### src/rtl/instr_sequencer.sv
// -----------------------------------------------------------------------------
// instr_sequencer
//
// Fetch/issue controller for the 16-bit bus processor (mv/mvi/add/sub datapath).
// Reads instruction words from a synchronous program memory (data valid one
// cycle after the read strobe), presents them on DIN with a one-cycle Run
// pulse, supplies the mvi immediate on the cycle after issue, waits for Done,
// then advances the PC. Adds Start/Halt control, a HALT opcode (111),
// illegal-opcode trapping (100-110) and a Done watchdog. Fault is sticky and
// is cleared only by reset.
//
// Parameters:
//   ADDR_W    program memory address width; PC wraps modulo 2^ADDR_W
//   MAX_WAIT  EXEC cycles allowed without Done before Fault is raised
//
// Ports:
//   Clock       in   system clock, rising edge
//   Resetn      in   asynchronous active-low reset
//   Start       in   one-cycle pulse, starts at PC=0 from IDLE
//   Halt        in   level, sampled at instruction retire
//   Step        in   (SEQ_SINGLE_STEP_EN only) advances out of PAUSE
//   mem_addr    out  program memory address
//   mem_rd      out  program memory read strobe
//   mem_rdata   in   program memory read data, valid one cycle after mem_rd
//   DIN         out  word driven to the processor
//   Run         out  one-cycle issue pulse
//   Done        in   processor instruction-complete flag
//   Busy        out  high in every state except IDLE and FAULT
//   PC          out  address of the current instruction
//   InstrCount  out  retired-instruction counter (wraps)
//   Fault       out  sticky illegal-opcode / watchdog flag
//
// Optional feature macro: SEQ_SINGLE_STEP_EN
//   When defined, adds the Step input and a PAUSE state entered after every
//   retire with Halt low. Step leaves PAUSE to fetch the next instruction,
//   Halt leaves PAUSE to IDLE. When undefined, retire goes straight to FETCH.
// -----------------------------------------------------------------------------

module instr_sequencer #(
    parameter int ADDR_W   = 5,
    parameter int MAX_WAIT = 15
) (
    input  logic              Clock,
    input  logic              Resetn,
    input  logic              Start,
    input  logic              Halt,
`ifdef SEQ_SINGLE_STEP_EN
    input  logic              Step,
`endif
    output logic [ADDR_W-1:0] mem_addr,
    output logic              mem_rd,
    input  logic [15:0]       mem_rdata,
    output logic [15:0]       DIN,
    output logic              Run,
    input  logic              Done,
    output logic              Busy,
    output logic [ADDR_W-1:0] PC,
    output logic [15:0]       InstrCount,
    output logic              Fault
);

    // state    | meaning
    // ---------+-----------------------------------------------------------
    // IDLE     | waiting for Start; PC and InstrCount hold their last values
    // FETCH    | mem_rd high, mem_addr = PC
    // F_WAIT   | instruction word arrives; decode opcode
    // IMM_RD   | mem_rd high, mem_addr = PC+1 (mvi immediate)
    // IMM_WAIT | immediate word arrives
    // ISSUE    | DIN = instruction, Run high, watchdog reloaded
    // EXEC     | DIN = immediate (mvi) or instruction; wait for Done
    // FAULT    | Fault high, all outputs frozen until reset
    // PAUSE    | single-step build only: wait for Step or Halt

    typedef enum logic [3:0] {
        S_IDLE     = 4'd0,
        S_FETCH    = 4'd1,
        S_F_WAIT   = 4'd2,
        S_IMM_RD   = 4'd3,
        S_IMM_WAIT = 4'd4,
        S_ISSUE    = 4'd5,
        S_EXEC     = 4'd6,
        S_FAULT    = 4'd7
`ifdef SEQ_SINGLE_STEP_EN
        ,
        S_PAUSE    = 4'd8
`endif
    } state_t;

    localparam logic [2:0] OP_MV   = 3'b000;
    localparam logic [2:0] OP_MVI  = 3'b001;
    localparam logic [2:0] OP_ADD  = 3'b010;
    localparam logic [2:0] OP_SUB  = 3'b011;
    localparam logic [2:0] OP_HALT = 3'b111;

    // Watchdog is a down-counter loaded with MAX_WAIT-1 during ISSUE; the
    // EXEC cycle that sees zero is the MAX_WAIT-th one.
    localparam int              WD_W    = (MAX_WAIT < 2) ? 1 : $clog2(MAX_WAIT);
    localparam logic [WD_W-1:0] WD_LOAD = WD_W'(MAX_WAIT - 1);

    state_t              state_q,  state_d;
    logic [ADDR_W-1:0]   pc_q,     pc_d;
    logic [15:0]         cnt_q,    cnt_d;
    logic [15:0]         instr_q,  instr_d;
    logic [15:0]         imm_q,    imm_d;
    logic [15:0]         din_q,    din_d;
    logic [ADDR_W-1:0]   addr_q,   addr_d;
    logic                rd_q,     rd_d;
    logic                run_q,    run_d;
    logic                busy_q,   busy_d;
    logic                fault_q,  fault_d;
    logic [WD_W-1:0]     wd_q,     wd_d;

    logic                is_mvi;
    logic [ADDR_W-1:0]   pc_next;

    assign is_mvi  = (instr_q[15:13] == OP_MVI);
    assign pc_next = pc_q + (is_mvi ? ADDR_W'(2) : ADDR_W'(1));

    always_comb begin
        state_d = state_q;
        pc_d    = pc_q;
        cnt_d   = cnt_q;
        instr_d = instr_q;
        imm_d   = imm_q;
        din_d   = din_q;
        addr_d  = addr_q;
        rd_d    = 1'b0;
        run_d   = 1'b0;
        fault_d = fault_q;
        wd_d    = wd_q;

        // Outputs are registered, so each transition sets up the values that
        // the destination state presents during its own cycle.
        case (state_q)
            S_IDLE: begin
                if (Start) begin
                    state_d = S_FETCH;
                    pc_d    = '0;
                    cnt_d   = '0;
                    addr_d  = '0;
                    rd_d    = 1'b1;
                end
            end

            S_FETCH: begin
                state_d = S_F_WAIT;
            end

            S_F_WAIT: begin
                instr_d = mem_rdata;
                case (mem_rdata[15:13])
                    OP_HALT: begin
                        state_d = S_IDLE;
                    end
                    OP_MVI: begin
                        state_d = S_IMM_RD;
                        addr_d  = pc_q + ADDR_W'(1);
                        rd_d    = 1'b1;
                    end
                    OP_MV, OP_ADD, OP_SUB: begin
                        state_d = S_ISSUE;
                        din_d   = mem_rdata;
                        run_d   = 1'b1;
                    end
                    default: begin
                        state_d = S_FAULT;
                        fault_d = 1'b1;
                    end
                endcase
            end

            S_IMM_RD: begin
                state_d = S_IMM_WAIT;
            end

            S_IMM_WAIT: begin
                imm_d   = mem_rdata;
                state_d = S_ISSUE;
                din_d   = instr_q;
                run_d   = 1'b1;
            end

            S_ISSUE: begin
                // Done during the Run cycle is not looked at here.
                state_d = S_EXEC;
                wd_d    = WD_LOAD;
                if (is_mvi) begin
                    din_d = imm_q;
                end
            end

            S_EXEC: begin
                // Done is checked before the watchdog so a Done on the last
                // allowed cycle still retires.
                if (Done) begin
                    pc_d  = pc_next;
                    cnt_d = cnt_q + 16'd1;
                    if (Halt) begin
                        state_d = S_IDLE;
                    end else begin
`ifdef SEQ_SINGLE_STEP_EN
                        state_d = S_PAUSE;
`else
                        state_d = S_FETCH;
                        addr_d  = pc_next;
                        rd_d    = 1'b1;
`endif
                    end
                end else if (wd_q == '0) begin
                    state_d = S_FAULT;
                    fault_d = 1'b1;
                end else begin
                    wd_d = wd_q - WD_W'(1);
                end
            end

            S_FAULT: begin
                state_d = S_FAULT;
            end

`ifdef SEQ_SINGLE_STEP_EN
            S_PAUSE: begin
                if (Halt) begin
                    state_d = S_IDLE;
                end else if (Step) begin
                    state_d = S_FETCH;
                    addr_d  = pc_q;
                    rd_d    = 1'b1;
                end
            end
`endif

            default: begin
                state_d = S_IDLE;
            end
        endcase

        busy_d = (state_d != S_IDLE) && (state_d != S_FAULT);
    end

    always_ff @(posedge Clock or negedge Resetn) begin
        if (!Resetn) begin
            state_q <= S_IDLE;
            pc_q    <= '0;
            cnt_q   <= '0;
            instr_q <= '0;
            imm_q   <= '0;
            din_q   <= '0;
            addr_q  <= '0;
            rd_q    <= 1'b0;
            run_q   <= 1'b0;
            busy_q  <= 1'b0;
            fault_q <= 1'b0;
            wd_q    <= '0;
        end else begin
            state_q <= state_d;
            pc_q    <= pc_d;
            cnt_q   <= cnt_d;
            instr_q <= instr_d;
            imm_q   <= imm_d;
            din_q   <= din_d;
            addr_q  <= addr_d;
            rd_q    <= rd_d;
            run_q   <= run_d;
            busy_q  <= busy_d;
            fault_q <= fault_d;
            wd_q    <= wd_d;
        end
    end

    assign mem_addr   = addr_q;
    assign mem_rd     = rd_q;
    assign DIN        = din_q;
    assign Run        = run_q;
    assign Busy       = busy_q;
    assign PC         = pc_q;
    assign InstrCount = cnt_q;
    assign Fault      = fault_q;

endmodule

### config.mk
export PLATFORM = sky130hd
export DESIGN_NAME = instr_sequencer
export DESIGN_NICKNAME = d
export VERILOG_FILES = /design/src/rtl/instr_sequencer.sv
export SDC_FILE = /design/constraint.sdc
export NUM_CORES = 1
export LEC_CHECK = 0
export ABC_AREA = 1
export CAP_MARGIN = 20
export CORE_UTILIZATION = 49
export CTS_BUF_LIST = sky130_fd_sc_hd__clkbuf_16
export DETAILED_ROUTE_END_ITERATION = 10
export PLACE_DENSITY = 0.76
export SLEW_MARGIN = 0
export SYNTH_ARGS = -nofsm -noshare
export SYNTH_HDL_FRONTEND = slang
export SYNTH_SLANG_ARGS = --single-unit
### constraint.sdc
create_clock -name Clock -period 1.8 [get_ports Clock]
set_input_delay 0.36 -clock Clock [delete_from_list [all_inputs] [get_ports Clock]]
set_output_delay 0.36 -clock Clock [all_outputs]
set_load 0.02 [all_outputs]
==> results of run 1 <==
cell usage in the layout, fill, tap and decap left out, drive strengths merged, types with 2 or more instances in the layout:
cell / n
nand2: 184
o21bai: 3
o211ai: 2
dfrtp: 86
clkdlybuf4s50: 57
clkinv: 3
nand3: 44
clkbuf: 9
inv: 75
clkinvlp: 2
o21ai: 75
ha: 5
xor2: 3
nor3: 6
dlymetal6s2s: 2
nor2: 37
nand4: 13
a21oi: 8
dlygate4sd2: 6
buf: 23
power groups by stage:
| stage | clock, mW | sequential [mW] | combinational, mW |
|---|---|---|---|
| global placement | 0 | 3.01 | 2.39 |
| CTS | 1.90 | 2.99 | 2.48 |
| detailed placement | 0 | 3.02 | 2.47 |
| finish | 1.88 | 3.01 | 2.50 |
| floorplan | 0 | 3.24 | 1.22 |
| global route | 1.98 | 3.08 | 2.77 |
sequential cells by signal, summed over array words and instances (netlist names):
signal and cells:
Busy 1, DIN 16, Fault 1, InstrCount 16
PC 5, Run 1, imm_q 16, instr_q 16
mem_addr 5, mem_rd 1, state_q 4, wd_q 4
cell usage after synthesis (all sizes together), types with 2 or more instances:
library cell	n	share of area, %
o21ai	75	8.5
nor2	37	4.0
xor2	3	0.59
inv	73	6.2
a21oi	8	0.90
ha	5	1.4
nand4	13	1.8
nand2	184	17
nand3	44	5.1
o211ai	2	0.34
buf	13	2.1
clkbuf	5	0.42
o21bai	3	0.51
dfrtp	86	49
nor3	6	0.68
per-stage QoR:
stage	setup slack [ns]	TNS [ns]	cells	hold slack, ns	area [um^2]
after CTS	0.000366	0	761	0.475	5610
after global routing	-0.132	-0.472	762	0.493	5670
after global placement	0.0297	0	744	0.294	5320
after floorplan	0.0180	0	567	0.0644	4440
final	-0.0119	-0.0190	762	0.468	5670
after detailed placement	-0.0234	-0.0574	744	0.297	5320
worst max path at each step:
stage	slack (ns)	to	depth (start not counted)	startpoint
2_1_floorplan	0.02	mem_addr[4]	10	instr_q[15]
3_3_place_gp	0.03	Busy	8	mem_rdata[13]
3_5_place_dp	-0.02	DIN[4]	8	mem_rdata[14]
4_1_cts	0.0004	InstrCount[7]	1	InstrCount[7]
5_1_grt	-0.13	mem_addr[4]	11	instr_q[14]
6_report	-0.01	mem_addr[2]	8	instr_q[14]
routing by layer:
layer	up-vias	share of wire (%)	global-route usage, %
li1	1981	-	-
met1	1882	46	31.4
met2	96	49	37.6
met3	14	3.7	3.38
met4	0	1.3	7.69
met5	-	0	0
area by class of cell:
type | instances | area [um^2]
clock inverters | 7 | 71.3
repair buffers | 89 | 868
flip-flops and latches | 86 | 2150
clock buffers | 9 | 225
well taps | 108 | 135
multi-input cells | 389 | 1930
fillers | 732 | 3050
inverters | 74 | 283
kinds of logic after synthesis:
logic type	count (synthesis)
fa+ha+maj	6
flops	86
simple gates	287
other cells	1
compound gates	92
xor+xnor	3
buf+inv	92
what timing repair did:
item | 4_1_cts | 5_1_grt
resized for setup | 6 | 14
hold buffers | 1 | 0
pin swaps | 0 | 7
endpoints found under the hold margin | 21 | 0
endpoints found under the setup margin | 6 | 15
buffers inserted | 0 | 2
==> impl_metrics.json, run 1 <==
{
  "clockBufferDepth": 2,
  "overflow": 0,
  "maxCapViolations": 0,
  "synthXorXnorAreaFrac_pct": 0.594,
  "synth.distinct_cells": 34,
  "routedWlPerCell_um": 13.8,
  "period_minus_slack_ns": 1.81,
  "viasPerCell": 5.21,
  "grt_pass1_vias": 3766,
  "synth_area_per_cell_um2": 7.81,
  "antenna_found_initial": 0,
  "peakVddDrop_uv": 775,
  "fmax_ghz": 0.552,
  "pwr-share-seq_pct": 40.7,
  "grt_usage_pct": 23.0,
  "worstReg2RegStart": "instr_q[14]",
  "synthCells": 567,
  "grt_max_degree": 33,
  "start_util_pct": 50.8,
  "synth-compound-area-share_pct": 11.2,
  "r2r_end": "mem_addr[2]",
  "finalMaxSlewViolations": 0,
  "wirelength_um": 10500,
  "grt_pass1_wl_um": 17500,
  "num_rows": 34,
  "cp_slowest_stage_delay_ns": 0.41,
  "power.leakage_nw": 2.78,
  "synth_top_family_by_area": "simple AND/OR/NAND/NOR gates",
  "place_hpwl_um": 7340,
  "reg2regPathDepth": 8,
  "clkLatencyLatePin_ns": 0.34,
  "synth-main-ff-cell": "dfrtp_1",
  "synth.cell_area_um2": 4430,
  "worstPathMaxFanout": 3,
  "utilization_pct": 65.0,
  "firstDrtPassIters": 5,
  "synth.area.mux_share_pct": 0,
  "violations": "negative setup slack",
  "outcome": "finished, violations left",
  "crit_type": "reg -> reg",
  "crit_chain": "nor3_2, inv_2, ha_4, fa_2, nor2_1, nor2_2, a21oi_1, a21oi_1",
  "path_buf_inv": 1,
  "syn-num-nets": 594,
  "finClkSkew_ns": 0.0112,
  "fin_crit_sh_pct": 101,
  "cts_tree": "yes",
  "power.density_nw_per_um2": 1300,
  "clockRootBuffer": "clkbuf_16",
  "sw_frac_of_total_pct": 36.1,
  "crit_family": "adder cells",
  "ys_seq_elements": 86,
  "comb_power_share_pct": 33.8,
  "setup_ws_ns": -0.0119,
  "path_clk_slew_ns": 0.07,
  "setup_viol": 2,
  "drive_above_1_share_pct": 10.4,
  "p_sw_mw": 2.67,
  "cts_sinks": 86,
  "port_buffers": 66,
  "cts_buffers": 9,
  "drtIter0Drc": 279,
  "dieArea_um2": 9420,
  "cp.arrival_ns": 2.03,
  "async_reset_ff_share_pct": 100,
  "place_congestion": 0.880,
  "area_growth_pct": 28.1,
  "total_power_mw": 7.38,
  "die_y_um": 97.1,
  "n_antenna_cell": 0,
  "drtAntennaViolNets": 0,
  "htreeDepth": 3,
  "clkPwrFrac_pct": 25.5,
  "synth_simple_gate_area_share_pct": 28.7,
  "yosys_warnings": 0,
  "yosys.area_share.adder_pct": 1.87,
  "num_vias": 3973,
  "synth_enable_flop_cells": 0,
  "critPathSlowestCell": "dfrtp_1",
  "end_kind": "register",
  "core-area_um2": 8720,
  "intPower_mw": 4.72,
  "min_path_type": "in -> async",
  "grt_setup_unrepaired": "yes",
  "cpMostUsedCell": "a21oi_1",
  "drc": 0,
  "critPathRequiredTime_ns": 2.02,
  "ioPinCount": 67,
  "finalHoldViolations": 0,
  "fin_nets": 676,
  "critPathLaunchType": "register",
  "reg2reg_setup_slack_ns": -0.01,
  "die_w_um": 97.1,
  "seq_area_frac_synth_pct": 48.6
}
No activity file was read; power rests on OpenSTA's default activity.
==> run 2: changes to the inputs <==
--- a/config.mk
+++ b/config.mk
@@ -10,7 +10,9 @@
 export CORE_UTILIZATION = 49
 export CTS_BUF_LIST = sky130_fd_sc_hd__clkbuf_16
 export DETAILED_ROUTE_END_ITERATION = 10
+export HOLD_SLACK_MARGIN = 0.05
 export PLACE_DENSITY = 0.76
+export SKIP_CTS_REPAIR_TIMING = 1
 export SLEW_MARGIN = 0
 export SYNTH_ARGS = -nofsm -noshare
 export SYNTH_HDL_FRONTEND = slang
==> impl_metrics.json, run 2 (synthesized netlist as in run 1, its figures left out) <==
{
  "ioPinCount": 67,
  "violations": "negative setup slack",
  "dp_cells": 744,
  "critPathLaunchType": "register",
  "area_growth_pct": 28.6,
  "finalHoldViolations": 0,
  "setup_viol": 3,
  "num-fill-cells": 722,
  "clockRootBuffer": "clkbuf_16",
  "routedWlPerCell_um": 13.9,
  "grt_max_degree": 33,
  "viasPerCell": 5.23,
  "cp_slowest_stage_delay_ns": 0.66,
  "sw_frac_of_total_pct": 36.1,
  "start_util_pct": 50.8,
  "path_buf_inv": 1,
  "place_congestion": 0.880,
  "crit_family": "buffers and inverters",
  "setup_ws_ns": -0.0532,
  "cp.arrival_ns": 1.49,
  "outcome": "finished, violations left",
  "total_power_mw": 7.39,
  "antenna_found_initial": 0,
  "grt_pass1_vias": 3766,
  "drc": 0,
  "cts_buffers": 9,
  "firstDrtPassIters": 5,
  "clockBufferDepth": 2,
  "n_antenna_cell": 0,
  "grt_pass1_wl_um": 17500,
  "core-area_um2": 8720,
  "pwr-share-seq_pct": 40.7,
  "path_clk_slew_ns": 0.07,
  "comb_power_share_pct": 33.8,
  "period_minus_slack_ns": 1.85,
  "critPathRequiredTime_ns": 1.44,
  "maxCapViolations": 0,
  "cts_sinks": 86,
  "port_buffers": 66,
  "intPower_mw": 4.72,
  "stdcell_count": 762,
  "drive_above_1_share_pct": 10.7,
  "place_hpwl_um": 7340,
  "grt_usage_pct": 23.0,
  "finClkSkew_ns": 0.0114,
  "power.density_nw_per_um2": 1300,
  "reg2reg_setup_slack_ns": -0.01,
  "dieArea_um2": 9420,
  "fin_tns_setup_ns": -0.0709,
  "clkLatencyLatePin_ns": 0.34,
  "utilization_pct": 65.3,
  "num_vias": 3982,
  "seqCellArea_um2": 2150,
  "fmax_ghz": 0.540,
  "power.leakage_nw": 2.84,
  "critPathSlowestCell": "clkdlybuf4s50_1",
  "drtIter0Drc": 269,
  "htreeDepth": 3,
  "die_y_um": 97.1,
  "multi_input_area_um2": 1930,
  "overflow": 0,
  "die_w_um": 97.1,
  "worst_hold_slack_ns": 0.468,
  "fin_crit_sh_pct": 103,
  "worstPathMaxFanout": 6,
  "final_cell_mix": "nand2_1, dfrtp_1, inv_1, o21ai_0, clkdlybuf4s50_1",
  "cts_tree": "yes",
  "fin_nets": 676,
  "peakVddDrop_uv": 776,
  "crit_type": "reg -> out",
  "clkPwrFrac_pct": 25.4,
  "wirelength_um": 10600,
  "worstSetupStartpoint": "PC[0]",
  "min_path_type": "in -> async",
  "grt_setup_unrepaired": "yes",
  "num_rows": 34,
  "drtAntennaViolNets": 0,
  "finalMaxSlewViolations": 0,
  "end_kind": "output port",
  "final_common_cell": "nand2_1",
  "worstReg2RegStart": "instr_q[14]",
  "p_sw_mw": 2.67,
  "crit_chain": "clkdlybuf4s50_1"
}
-- run 2: cell types whose count changed in the layout (fill, tap and decap cells not counted), sizes merged --
cell / previous run / this run
dlygate4sd2: 6 / 0
dlymetal6s2s: 2 / 7
clkdlybuf4s50: 57 / 58
-- run 2: path summary, 6_finish.rpt --
check	endpoint	cells past startpoint
min in group Clock	imm_q[13]	2
setup / recovery	PC[0]	1
max in group asynchronous	DIN[5]	3
hold / removal	InstrCount[9]	2
setup reg to reg	mem_addr[2]	8
hold reg to reg	imm_q[13]	2
-- run 2: routing by layer --
layer / track usage [%] / wire [um]
met1: 31.4 / 4850
met2: 37.6 / 5180
met3: 3.38 / 392
met4: 7.69 / 138
met5: 0 / 0
-- run 2: metrics by stage --
| step | area, um^2 | worst slack, ns |
|---|---|---|
| 2_1_floorplan | 4440 | 0.0180 |
| 3_3_place_gp | 5320 | 0.0297 |
| 3_5_place_dp | 5320 | -0.0234 |
| 4_1_cts | 5610 | -0.0695 |
| 5_1_grt | 5690 | -0.128 |
| 6_report | 5690 | -0.0532 |
-- run 2: final cells by class --
type / count / area share (%)
Timing Repair Buffer: 89 / 15.6
Inverter: 74 / 4.97
Sequential cell: 86 / 37.9
Clock inverter: 7 / 1.25
Clock buffer: 9 / 3.96
Multi-Input combinational cell: 389 / 34.0
Tap cell: 108 / 2.37
-- run 2: power groups by stage --
| stage | Combinational [mW] | Sequential (mW) | Clock [mW] |
|---|---|---|---|
| after floorplan | 1.22 | 3.24 | 0 |
| final | 2.50 | 3.01 | 1.88 |
| after global placement | 2.39 | 3.01 | 0 |
| after CTS | 2.48 | 2.99 | 1.90 |
| after global routing | 2.77 | 3.09 | 1.98 |
| after detailed placement | 2.47 | 3.02 | 0 |
==> run 3: changes to the inputs <==
--- a/config.mk
+++ b/config.mk
@@ -8,7 +8,6 @@
 export ABC_AREA = 1
 export CAP_MARGIN = 20
 export CORE_UTILIZATION = 49
-export CTS_BUF_LIST = sky130_fd_sc_hd__clkbuf_16
 export DETAILED_ROUTE_END_ITERATION = 10
 export HOLD_SLACK_MARGIN = 0.05
 export PLACE_DENSITY = 0.76
==> impl_metrics.json, run 3 (synthesized netlist as in run 1, its figures left out) <==
{
  "overflow": 0,
  "drive_above_1_share_pct": 11.2,
  "setup_ws_ns": -0.0138,
  "path_clk_slew_ns": 0.09,
  "die_w_um": 97.1,
  "final_common_cell": "nand2_1",
  "num_rows": 34,
  "antenna_found_initial": 0,
  "drtAntennaViolNets": 0,
  "final_cell_mix": "nand2_1, dfrtp_1, o21ai_0, inv_1, clkdlybuf4s50_1",
  "drtIter0Drc": 309,
  "dieArea_um2": 9420,
  "drc": 0,
  "ioPinCount": 67,
  "worstPathMaxFanout": 3,
  "violations": "negative setup slack",
  "finalMaxSlewViolations": 0,
  "clkPwrFrac_pct": 20.7,
  "grt_usage_pct": 22.8,
  "wirelength_um": 10500,
  "cp.arrival_ns": 2.06,
  "power.density_nw_per_um2": 1230,
  "clkLatencyLatePin_ns": 0.36,
  "firstDrtPassIters": 5,
  "comb_power_share_pct": 36.0,
  "maxCapViolations": 0,
  "num_vias": 4018,
  "place_congestion": 0.880,
  "worst_hold_slack_ns": 0.444,
  "outcome": "finished, violations left",
  "fmax_ghz": 0.551,
  "htreeDepth": 3,
  "fin_crit_sh_pct": 101,
  "place_hpwl_um": 7340,
  "setup_viol": 2,
  "area_growth_pct": 27.1,
  "grt_max_degree": 33,
  "start_util_pct": 50.8,
  "critPathRequiredTime_ns": 2.04,
  "core-area_um2": 8720,
  "min_path_type": "in -> async",
  "cts_buffers": 9,
  "finClkSkew_ns": 0.0121,
  "total_power_mw": 6.93,
  "finalHoldViolations": 0,
  "clockBufferDepth": 2,
  "grt_setup_unrepaired": "yes",
  "cts_tree": "yes",
  "crit_type": "reg -> reg",
  "routedWlPerCell_um": 13.8,
  "grt_pass1_vias": 3714,
  "fin_nets": 676,
  "intPower_mw": 4.32,
  "grt_pass1_wl_um": 17500,
  "n_antenna_cell": 0,
  "power.leakage_nw": 2.99,
  "pwr-share-seq_pct": 43.3,
  "sw_frac_of_total_pct": 37.6,
  "die_y_um": 97.1,
  "viasPerCell": 5.27,
  "p_sw_mw": 2.60,
  "end_kind": "register",
  "peakVddDrop_uv": 723,
  "cts_sinks": 86,
  "period_minus_slack_ns": 1.81,
  "critPathLaunchType": "register",
  "port_buffers": 66,
  "clockRootBuffer": "clkbuf_8"
}
==> run 3: cell types whose count changed in the layout (fill, tap and decap cells not counted), sizes merged <==
cell / previous run / this run
clkbuf: 9 / 10
dlymetal6s2s: 7 / 17
clkdlybuf4s50: 58 / 48
clkinv: 3 / 2
==> run 3: power groups by stage <==
stage                     Combinational (mW)  Clock [mW]  Sequential (mW)
after global placement                  2.39           0             3.01
final                                   2.49        1.43             3.00
after global routing                    2.77        1.54             3.08
after CTS                               2.48        1.46             2.99
after detailed placement                2.47           0             3.02
after floorplan                         1.22           0             3.24
==> run 3: stage by stage <==
step | utilization, % | cell area (um^2) | setup slack [ns] | TNS, ns | std cells
floorplan | - | 4440 | 0.0180 | 0 | 567
global placement | 60.9 | 5320 | 0.0297 | 0 | 744
detailed placement | 60.9 | 5320 | -0.0234 | -0.0574 | 744
CTS | 63.3 | 5520 | -0.105 | -0.453 | 760
global route | 64.5 | 5630 | -0.135 | -0.504 | 762
finish | 64.5 | 5630 | -0.0138 | -0.0197 | 762
==> run 3: per-layer routing <==
| metal | vias up | routed length, um | track usage, % |
|---|---|---|---|
| met2 | 115 | 5130 | 36.8 |
| met4 | 0 | 109 | 5.86 |
| met3 | 14 | 530 | 4.32 |
| li1 | 1975 | - | - |
| met1 | 1914 | 4760 | 31.9 |
| met5 | - | 0 | 0 |
==> run 3: layout make-up <==
type	count	area, um^2
clock buffers	10	138
clock inverters	6	67.6
fillers	722	3090
inverters	74	283
multi-input cells	389	1930
flip-flops and latches	86	2160
well taps	108	135
repair buffers	89	913
==> run 3: worst paths after layout <==
check	from	end	slack [ns]	cells past startpoint
max	instr_q[14]	mem_addr[2]	-0.01	8
min	Resetn	InstrCount[9]	0.44	2
max reg2reg	instr_q[14]	mem_addr[2]	-0.01	8
min reg2reg	Fault	Fault	0.49	1
max in group asynchronous	Resetn	DIN[0]	0.81	3
min in group Clock	Fault	Fault	0.49	1
==> run 3: worst max-delay path, cell delays in order, from the launching register on <==
cell and delay, ns:
dfrtp_1 0.42, nor3_2 0.23, inv_2 0.09, ha_4 0.17, fa_2 0.37, nor2_1 0.14
nor2_2 0.06, a21oi_1 0.14, a21oi_1 0.07
